## src/rtl/fuzzy_pkg.sv

```systemverilog
// Shared definitions for the fuzzy controller: width helpers, default widths
// and the defuzzification state encoding.
package fuzzy_pkg;

  // Ceiling log2 for elaboration-time width math; clog2(1) is 0.
  function automatic int clog2(input int value);
    int r;
    r = 0;
    for (int i = 0; i < 31; i++) begin
      if ((32'sd1 <<< i) < value) begin
        r = i + 1;
      end else begin
        r = r;
      end
    end
    return r;
  endfunction

  // Numerator accumulator width: sum of NUM_SETS products of MU_W x POS_W.
  function automatic int num_width(input int num_sets, input int mu_w, input int pos_w);
    return pos_w + mu_w + clog2(num_sets);
  endfunction

  // Denominator accumulator width: sum of NUM_SETS memberships.
  function automatic int den_width(input int num_sets, input int mu_w);
    return mu_w + clog2(num_sets);
  endfunction

  localparam int NUM_SETS_DEF = 4;
  localparam int MU_W_DEF     = 10;
  localparam int POS_W_DEF    = 10;
  localparam int NUM_W        = num_width(NUM_SETS_DEF, MU_W_DEF, POS_W_DEF);
  localparam int DEN_W        = den_width(NUM_SETS_DEF, MU_W_DEF);

  typedef enum logic [1:0] {
    IDLE   = 2'd0,
    ACCUM  = 2'd1,
    DIVIDE = 2'd2,
    DONE   = 2'd3
  } defuzz_state_t;

endpackage

```

## src/rtl/fuzzy_seq_div.sv

```systemverilog
// Unsigned restoring divider, one quotient bit per cycle, MSB first.
// The caller guarantees the quotient fits Q_W bits, i.e. the dividend bits
// above Q_W are already smaller than the divisor; they seed the partial
// remainder so only Q_W iterations are needed. The first bit is resolved
// on the start edge, so done_o pulses Q_W-1 cycles after start is taken.
module fuzzy_seq_div
  import fuzzy_pkg::*;
#(
  parameter int DVD_W = 22,
  parameter int DVS_W = 12,
  parameter int Q_W   = 10
) (
  input  logic             clk_i,
  input  logic             rst_ni,
  input  logic             start_i,
  input  logic [DVD_W-1:0] dividend_i,
  input  logic [DVS_W-1:0] divisor_i,
  output logic             busy_o,
  output logic             done_o,
  output logic [Q_W-1:0]   quotient_o
);

  localparam int CNT_W = clog2(Q_W) + 1;

  logic             busy_q;
  logic             done_q;
  logic [CNT_W-1:0] cnt_q;
  logic [DVS_W-1:0] rem_q;
  logic [DVS_W-1:0] dvs_q;
  logic [Q_W-1:0]   low_q;
  logic [Q_W-1:0]   quo_q;

  logic [DVS_W-1:0] rem_in_s;
  logic [DVS_W-1:0] dvs_s;
  logic             bit_in_s;
  logic [DVS_W:0]   trial_s;
  logic             q_bit_s;
  logic [DVS_W-1:0] rem_d;

  // One restoring step: shift the next dividend bit in and subtract if it fits.
  always_comb begin
    rem_in_s = {DVS_W{1'b0}};
    dvs_s    = {DVS_W{1'b0}};
    bit_in_s = 1'b0;
    if (busy_q) begin
      rem_in_s = rem_q;
      dvs_s    = dvs_q;
      bit_in_s = low_q[Q_W-1];
    end else begin
      rem_in_s = DVS_W'(dividend_i >> Q_W);
      dvs_s    = divisor_i;
      bit_in_s = dividend_i[Q_W-1];
    end
    trial_s = {rem_in_s, bit_in_s};
    if (trial_s >= {1'b0, dvs_s}) begin
      q_bit_s = 1'b1;
      rem_d   = DVS_W'(trial_s - {1'b0, dvs_s});
    end else begin
      q_bit_s = 1'b0;
      rem_d   = trial_s[DVS_W-1:0];
    end
  end

  // Iteration control: load on start, then shift one quotient bit per cycle.
  always_ff @(posedge clk_i or negedge rst_ni) begin
    if (!rst_ni) begin
      busy_q <= 1'b0;
      done_q <= 1'b0;
      cnt_q  <= {CNT_W{1'b0}};
      rem_q  <= {DVS_W{1'b0}};
      dvs_q  <= {DVS_W{1'b0}};
      low_q  <= {Q_W{1'b0}};
      quo_q  <= {Q_W{1'b0}};
    end else begin
      done_q <= 1'b0;
      if (busy_q) begin
        rem_q <= rem_d;
        quo_q <= {quo_q[Q_W-2:0], q_bit_s};
        low_q <= {low_q[Q_W-2:0], 1'b0};
        cnt_q <= cnt_q - CNT_W'(1);
        if (cnt_q == CNT_W'(1)) begin
          busy_q <= 1'b0;
          done_q <= 1'b1;
        end else begin
          busy_q <= 1'b1;
        end
      end else if (start_i) begin
        rem_q  <= rem_d;
        dvs_q  <= divisor_i;
        quo_q  <= {{(Q_W-1){1'b0}}, q_bit_s};
        low_q  <= {dividend_i[Q_W-2:0], 1'b0};
        cnt_q  <= CNT_W'(Q_W - 1);
        busy_q <= 1'b1;
      end else begin
        busy_q <= 1'b0;
      end
    end
  end

  assign busy_o     = busy_q;
  assign done_o     = done_q;
  assign quotient_o = quo_q;

endmodule

```

## src/rtl/fuzzy_defuzz_centroid.sv

```systemverilog
// Centroid defuzzifier: crisp = sum(mu_i * c_i) / sum(mu_i), truncated.
// Serial MAC over the captured bundle, then a serial divider. A bundle whose
// memberships are all zero skips the divide and reports DivZero.
module fuzzy_defuzz_centroid
  import fuzzy_pkg::*;
#(
  parameter int NUM_SETS = 4,
  parameter int MU_W     = 10,
  parameter int POS_W    = 10
) (
  input  logic                      Clk,
  input  logic                      Rst_n,
  input  logic                      InValid,
  output logic                      InReady,
  input  logic [NUM_SETS*MU_W-1:0]  Mu,
  input  logic [NUM_SETS*POS_W-1:0] SetCenter,
  output logic                      OutValid,
  input  logic                      OutReady,
  output logic [POS_W-1:0]          OutData,
  output logic                      DivZero,
  output logic                      Busy
);

  localparam int ACC_NUM_W = num_width(NUM_SETS, MU_W, POS_W);
  localparam int ACC_DEN_W = den_width(NUM_SETS, MU_W);
  localparam int IDX_W     = clog2(NUM_SETS) + 1;
  localparam int PROD_W    = MU_W + POS_W;

  defuzz_state_t             state_q;
  logic [NUM_SETS*MU_W-1:0]  mu_q;
  logic [NUM_SETS*POS_W-1:0] ctr_q;
  logic [ACC_NUM_W-1:0]      num_q;
  logic [ACC_DEN_W-1:0]      den_q;
  logic [IDX_W-1:0]          idx_q;
  logic                      in_ready_q;
  logic                      out_valid_q;
  logic [POS_W-1:0]          out_data_q;
  logic                      div_zero_q;
  logic                      busy_q;

  logic [MU_W-1:0]      mu_sel_s;
  logic [POS_W-1:0]     ctr_sel_s;
  logic [PROD_W-1:0]    prod_s;
  logic [ACC_NUM_W-1:0] num_d;
  logic [ACC_DEN_W-1:0] den_d;
  logic                 accum_last_s;
  logic                 div_start_s;
  logic                 div_busy_s;
  logic                 div_done_s;
  logic [POS_W-1:0]     div_quo_s;

  // Select the current set and form the next accumulator values.
  always_comb begin
    mu_sel_s  = {MU_W{1'b0}};
    ctr_sel_s = {POS_W{1'b0}};
    for (int i = 0; i < NUM_SETS; i++) begin
      mu_sel_s  = mu_sel_s  | ({MU_W{idx_q == IDX_W'(i)}}  & mu_q[i*MU_W +: MU_W]);
      ctr_sel_s = ctr_sel_s | ({POS_W{idx_q == IDX_W'(i)}} & ctr_q[i*POS_W +: POS_W]);
    end
    prod_s       = PROD_W'(mu_sel_s) * PROD_W'(ctr_sel_s);
    num_d        = num_q + ACC_NUM_W'(prod_s);
    den_d        = den_q + ACC_DEN_W'(mu_sel_s);
    accum_last_s = (idx_q == IDX_W'(NUM_SETS));
    div_start_s  = (state_q == ACCUM) && accum_last_s &&
                   (den_q != {ACC_DEN_W{1'b0}}) && !div_busy_s;
  end

  fuzzy_seq_div #(
    .DVD_W (ACC_NUM_W),
    .DVS_W (ACC_DEN_W),
    .Q_W   (POS_W)
  ) u_div (
    .clk_i      (Clk),
    .rst_ni     (Rst_n),
    .start_i    (div_start_s),
    .dividend_i (num_q),
    .divisor_i  (den_q),
    .busy_o     (div_busy_s),
    .done_o     (div_done_s),
    .quotient_o (div_quo_s)
  );

  // Control FSM with registered handshake and result outputs.
  always_ff @(posedge Clk or negedge Rst_n) begin
    if (!Rst_n) begin
      state_q     <= IDLE;
      mu_q        <= {(NUM_SETS*MU_W){1'b0}};
      ctr_q       <= {(NUM_SETS*POS_W){1'b0}};
      num_q       <= {ACC_NUM_W{1'b0}};
      den_q       <= {ACC_DEN_W{1'b0}};
      idx_q       <= {IDX_W{1'b0}};
      in_ready_q  <= 1'b1;
      out_valid_q <= 1'b0;
      out_data_q  <= {POS_W{1'b0}};
      div_zero_q  <= 1'b0;
      busy_q      <= 1'b0;
    end else begin
      case (state_q)
        IDLE: begin
          if (InValid) begin
            mu_q       <= Mu;
            ctr_q      <= SetCenter;
            num_q      <= {ACC_NUM_W{1'b0}};
            den_q      <= {ACC_DEN_W{1'b0}};
            idx_q      <= {IDX_W{1'b0}};
            in_ready_q <= 1'b0;
            busy_q     <= 1'b1;
            state_q    <= ACCUM;
          end else begin
            in_ready_q <= 1'b1;
            busy_q     <= 1'b0;
          end
        end
        ACCUM: begin
          if (accum_last_s) begin
            if (den_q != {ACC_DEN_W{1'b0}}) begin
              state_q <= DIVIDE;
            end else begin
              out_data_q  <= {POS_W{1'b0}};
              div_zero_q  <= 1'b1;
              out_valid_q <= 1'b1;
              state_q     <= DONE;
            end
          end else begin
            num_q <= num_d;
            den_q <= den_d;
            idx_q <= idx_q + IDX_W'(1);
          end
        end
        DIVIDE: begin
          if (div_done_s) begin
            out_data_q  <= div_quo_s;
            div_zero_q  <= 1'b0;
            out_valid_q <= 1'b1;
            state_q     <= DONE;
          end else begin
            state_q <= DIVIDE;
          end
        end
        DONE: begin
          if (OutReady) begin
            out_valid_q <= 1'b0;
            in_ready_q  <= 1'b1;
            busy_q      <= 1'b0;
            state_q     <= IDLE;
          end else begin
            out_valid_q <= 1'b1;
          end
        end
        default: begin
          out_valid_q <= 1'b0;
          in_ready_q  <= 1'b1;
          busy_q      <= 1'b0;
          state_q     <= IDLE;
        end
      endcase
    end
  end

  assign InReady  = in_ready_q;
  assign OutValid = out_valid_q;
  assign OutData  = out_data_q;
  assign DivZero  = div_zero_q;
  assign Busy     = busy_q;

endmodule

```

## config.mk

```make
export PLATFORM = sky130hd
export DESIGN_NAME = fuzzy_defuzz_centroid
export DESIGN_NICKNAME = d
export VERILOG_FILES = /design/src/rtl/fuzzy_pkg.sv /design/src/rtl/fuzzy_seq_div.sv /design/src/rtl/fuzzy_defuzz_centroid.sv
export SDC_FILE = /design/constraint.sdc
export NUM_CORES = 1
export LEC_CHECK = 0
export CAP_MARGIN = 10
export CORE_ASPECT_RATIO = 0.5
export CORE_UTILIZATION = 25
export DETAILED_ROUTE_END_ITERATION = 10
export GPL_TIMING_DRIVEN = 0
export PLACE_DENSITY = 0.38
export SKIP_LAST_GASP = 1
export SYNTH_ARGS = -nofsm -noshare
export SYNTH_HDL_FRONTEND = slang
export SYNTH_SLANG_ARGS = --single-unit
```

## constraint.sdc

```tcl
create_clock -name Clk -period 19.85 [get_ports Clk]
set_clock_uncertainty 0.15 [all_clocks]
set_input_delay 3.97 -clock Clk [delete_from_list [all_inputs] [get_ports Clk]]
set_output_delay 3.97 -clock Clk [all_outputs]
set_load 0.03 [all_outputs]
```

==> Word level (Yosys, flattened, before mapping) <==
Index checks and enable logic that the tools add are counted.
W data, S select, Z words.
{ "totals": {"input_bits": 84, "ff_bits": 184, "wordCells": 123} }
{ "op_classes": {"reduce_logical": 19, "addsub": 5, "n_bitwise": 15, "n_lt_le_gt_ge": 1, "multipliers": 1, "muxes": 50, "n_eq_ne": 14} }
{ "ops": {"columns": ["cell", "count"], "rows": [
  ["$mux W12", 7],
  ["$and A10 B10 Y10", 8],
  ["$mux W10", 7],
  ["$or A10 B10 Y10", 6],
  ["$mux W22", 2],
  ["$pmux W22 S2", 1],
  ["$pmux W12 S2", 1],
  ["$add A22 B20 Y22", 1],
  ["$mul A10 B10 Y20", 1],
  ["$pmux W10 S2", 1],
  ["$mux W1", 18],
  ["$ge A13 B12 Y1", 1],
  ["$add A12 B10 Y12", 1],
  ["$reduce_bool A12 Y1", 1],
  ["$sub A12 B12 Y12", 1],
  ["$mux W5", 2],
  ["$ne A2 B2 Y1 const B", 5],
  ["$pmux W2 S4", 1],
  ["$reduce_and A4 Y1", 2],
  ["$reduce_bool A2 Y1", 4],
  ["$eq A3 B2 Y1 const B", 2],
  ["$mux W2", 3],
  ["$mux W3", 2],
  ["$pmux W1 S2", 3],
  ["other kinds (18)", 24]
]} }

==> Logic depth before layout (Yosys ltp) <==
{ "depth": {"depth_word": 9, "depth_mapped": 26} }

==> Cells and area by module <==
From an unflattened synthesis, not the netlist that was laid out.
{ "hier_totals": {"cells_unflattened": 1286, "area_unflattened_um2": 13257.7} }
{ "by_module_without_submodules": {"columns": ["mod", "cells_each", "n_inst", "area_each_um2"], "rows": [
  ["fuzzy_defuzz_centroid", 975, 1, 10149.7],
  ["fuzzy_seq_div", 311, 1, 3108.0]
]} }

==> Worst setup path before layout <==
OpenSTA, ideal clock, no wires.
{ "synth_timing": {"kind": "register to register", "startpoint": "register idx_q[0]", "endpoint": "register num_q[19]", "arrival_ns": 6.324, "path_stages_with_launch": 22, "path_slack_ns": 13.252, "setup_ns": 0.124, "cell_sequence": "dfrtp_1 > ha_1 > ha_1 > clkbuf_1 > clkbuf_1 > a221oi_2 > nand2b_1 > fa_1 > fa_1 > inv_1 > fa_1 > fa_1 > inv_1 > fa_1 > inv_1 > ha_1 > a21o_1 > a21o_1 > a21o_1 > a211o_1 > a211o_1 > a211o_1"} }
{ "synth_via": {"elab_chain_len": 9, "word_cells_on_any_way": 25} }
{ "synth_lines": {"columns": ["item", "line_no", "rtl"], "rows": [
  ["start, declared", "fuzzy_defuzz_centroid.sv:34", "logic [IDX_W-1:0] idx_q;"],
  ["start signal, assigned", "fuzzy_defuzz_centroid.sv:91", "idx_q <= {IDX_W{1'b0}};"],
  ["start signal, assigned", "fuzzy_defuzz_centroid.sv:105", "idx_q <= {IDX_W{1'b0}};"],
  ["start signal, assigned", "fuzzy_defuzz_centroid.sv:127", "idx_q <= idx_q + IDX_W'(1);"],
  ["$eq A3 B1 Y1 or $logic_not A3 Y1 (tied branches)", "fuzzy_defuzz_centroid.sv:57, fuzzy_defuzz_centroid.sv:58", null],
  ["$and A10 B10 Y10, on equally long branches", "fuzzy_defuzz_centroid.sv:57, fuzzy_defuzz_centroid.sv:58", null],
  ["$or A10 B10 Y10, on equally long branches (3 in a row)", "fuzzy_defuzz_centroid.sv:57, fuzzy_defuzz_centroid.sv:58", null],
  ["$mul A10 B10 Y20", "fuzzy_defuzz_centroid.sv:60", "prod_s = PROD_W'(mu_sel_s) * PROD_W'(ctr_sel_s);"],
  ["$add A22 B20 Y22", "fuzzy_defuzz_centroid.sv:61", "num_d = num_q + ACC_NUM_W'(prod_s);"],
  ["$mux W22", "fuzzy_defuzz_centroid.sv:115", "if (accum_last_s) begin"],
  ["$pmux W22 S2", "fuzzy_defuzz_centroid.sv:98", "case (state_q)"],
  ["end signal, assigned", "fuzzy_defuzz_centroid.sv:89", "num_q <= {ACC_NUM_W{1'b0}};"],
  ["end signal, assigned", "fuzzy_defuzz_centroid.sv:103", "num_q <= {ACC_NUM_W{1'b0}};"],
  ["end signal, assigned", "fuzzy_defuzz_centroid.sv:125", "num_q <= num_d;"],
  ["end, declared", "fuzzy_defuzz_centroid.sv:32", "logic [ACC_NUM_W-1:0] num_q;"]
]} }
Several ways; a longest one is shown, not always the timed one. The select of a mux whose other input is x is not followed.
A chain may end at the register's enable or synchronous reset.

==> Worst setup path after layout <==
{ "layout_timing": {"startpoint": "register idx_q[0]", "endpoint": "register num_q[20]"} }
The elaborated chain is that of the path after synthesis.

==> flow_summary.toml <==
[yosys]
syn_area_mm2 = 0.0130
ys_ff_latch = 183
synth_top_area_frac = 0.351
synth-xor-area-share = 0.0209
synthMuxAreaShare = 0.109
synth_area_per_cell_um2 = 10.1
synth_most_common_cell = "dfrtp_1"
synth_top_family_by_area = "adder cells"
yosys.area_share.adder = 0.218
synth_commonest_cells = "dfrtp_1 (182), inv_1 (163), nand2_1 (117), ha_1 (92), mux2_2 (89)"
yosys-top-cells-area = "dfrtp_1 (35%), fa_1 (13%), ha_1 (8.9%)"
yosysSeqAreaShare = 0.353
ys_async_sr_fraction = 1.00
synth_edf_count = 0
synth.distinct_cells = 67
synth_flop_cell = "dfrtp_1"
synth_nets = 1545
synthSimpleGateAreaFrac = 0.113
ys_warn_count = 0
synth_top_cell_by_area = "dfrtp_1"
synth_compound_area_frac = 0.123
synth_cells = 1285

[timing]
slew_viol_final = 0
fin_crit_sh = 0.403
hold_ws_ns = 0.342
rsz0062_at_grt = "false"
hold_viol_final = 0
setup_tns_ns = 0
layout_min_cycle_time_ns = 8.01
setup_viol = 0
fmax_mhz = 125
worst_pin_slew_ns = 1.09
relSlewSlack = 0.276

[job]
max_cap_viol_count = 0

[worst_setup_path]
critPathMostFrequentCell = "inv_1"
reg2reg_depth = 26
crit_path_end_kind = "register"
worstSetupPathType = "reg2reg"
slowest_stage = "buf_1"
cpPeakStageDelay_ns = 0.62
cp.arrival_ns = 8.20
r2r_slack_ns = 11.84
r2r_end = "num_q[20]"
rr_startpoint = "idx_q[0]"
critPathLaunchType = "register"
worstPathRequired_ns = 20.04
crit_path_max_fanout = 10

[clock_tree]
cts_hold_buf = 0
clock_latency_ns = 0.47
cts.root.buffer_cell = "clkbuf_16"
clk_path_buf_depth = 2
numCtsBuffers = 17
cts_setup_buffers = 0
cts_tree = "yes"
clk_pin_slew_worst_paths_ns = 0.08
cts-resized-gates = 0
htreeDepth = 4
clock_sinks = 183

[route]
first_pass_iters = 5
totalWireLength_um = 38300
dr_total_vias = 9613
wl_per_cell_um = 18.2
final_antenna_net_count = 0
viasPerCell = 4.56
initialDrtViolationCount = 406
drc = 0

[hold_path]
hp-class = "reg2reg"
hold_end = "u_div.dvs_q[3]"
min_from = "u_div.dvs_q[3]"
worstHoldPathCells = 1

[global_routing]
grt_max_degree = 107
grt_antenna_before_repair = 1
gr-usage-all-layers = 0.149
grt_pass1_wl_um = 60000
grt_pass1_vias = 10115
overflow = 0

[cells_and_area]
fillCellCount = 5224
nNetsFinal = 1662
drive_gt1_frac = 0.112
area_growth_pct = 19.4
utilization = 0.306

[floorplanning]
design.die.area_mm2 = 0.0529
row_count = 58
core_region_area_mm2 = 0.0507
start_util = 0.256
ioPinCount = 98
chipHeight_um = 163
die_x_um = 324

[placement]
gp_congestion = 0.807
portBuffers = 97
dp_hpwl_um = 29900

[status]
outcome = "completed"
[how the worst max path moves through the flow]
stage	endpoint	from	cells past startpoint	slack, ns
floorplan	num_q[19]	idx_q[0]	21	13.25
global placement	OutData[5]	Rst_n	1	6.34
detailed placement	num_q[21]	idx_q[0]	24	11.80
CTS	num_q[21]	idx_q[0]	24	11.79
global route	num_q[21]	idx_q[0]	24	11.38
finish	num_q[20]	idx_q[0]	26	11.84
[layer usage]
layer	share of wire	track usage	routed length (um)
met5	0	0	0
met4	0.016	0.0362	608
met3	0.038	0.0302	1470
met2	0.46	0.238	17500
met1	0.49	0.205	18700
[state kept, by name, indices dropped and copies added (netlist names)]
signal            cells
InReady               1
OutValid              1
num_q                22
u_div.cnt_q           5
u_div.low_q           9
state_q               2
u_div.done_o          1
u_div.dvs_q          12
idx_q                 3
u_div.quotient_o     10
mu_q                 40
ctr_q                40
u_div.rem_q          12
u_div.busy_o          1
DivZero               1
Busy                  1
OutData              10
den_q                12
[cells in the final DEF (no fill, tap or decap), types with 12 or more instances in the layout]
cell,instances
o21ai_0,56
nor2_1,84
clkbuf_16,17
xor2_1,12
clkdlybuf4s50_1,96
mux2_2,89
a22o_1,26
dfrtp_1,182
a21o_1,13
mux2_1,13
clkbuf_1,31
nor3_1,12
nor2b_1,12
ha_1,92
mux2i_1,27
nand3_1,46
inv_1,163
a21oi_1,46
fa_1,84
o21ai_1,13
nand2_1,117
xnor2_1,19
[area by class of cell]
class,count,area (um^2),area share
clock buffer,17,425,0.0274
buffer,48,193,0.0124
inverter,170,638,0.0412
antenna,1,2.50,0.000161
tap,690,863,0.0557
multi-input combinational,884,7580,0.489
clock inverter,15,220,0.0142
timing repair buffer,98,1000,0.0647
sequential,183,4580,0.295
[worst max-delay path, delay by kind of cell (launching register included)]
family	cells	cell delay, ns
compound gates	6	1.43
fa+ha+maj	7	3.20
buf+inv	8	1.42
flops	1	0.43
simple gates	5	1.25
[per-stage QoR]
stage	worst slack (ns)	instance area, um^2	instances
CTS	11.79	15500	2105
global route	11.38	15500	2105
finish	11.84	15500	2106
floorplan	13.25	13000	1285
global placement	6.34	14800	2072
detailed placement	11.80	14900	2073
[kinds of logic (layout without fill, tap and decap cells)]
| family | Yosys count | after routing |
|---|---|---|
| and+or+nand+nor | 321 | 321 |
| AOI/OAI and AO/OA | 227 | 227 |
| buffers and inverters | 218 | 348 |
| DFF | 183 | 183 |
| adders and majority gates | 176 | 176 |
| muxes | 129 | 129 |
| xor gates and xnor gates | 31 | 31 |
| other | 0 | 1 |
Power is left out: the tool's default activity adds up to more than one toggle a clock period on the data nets, which glitch-free logic cannot reach.
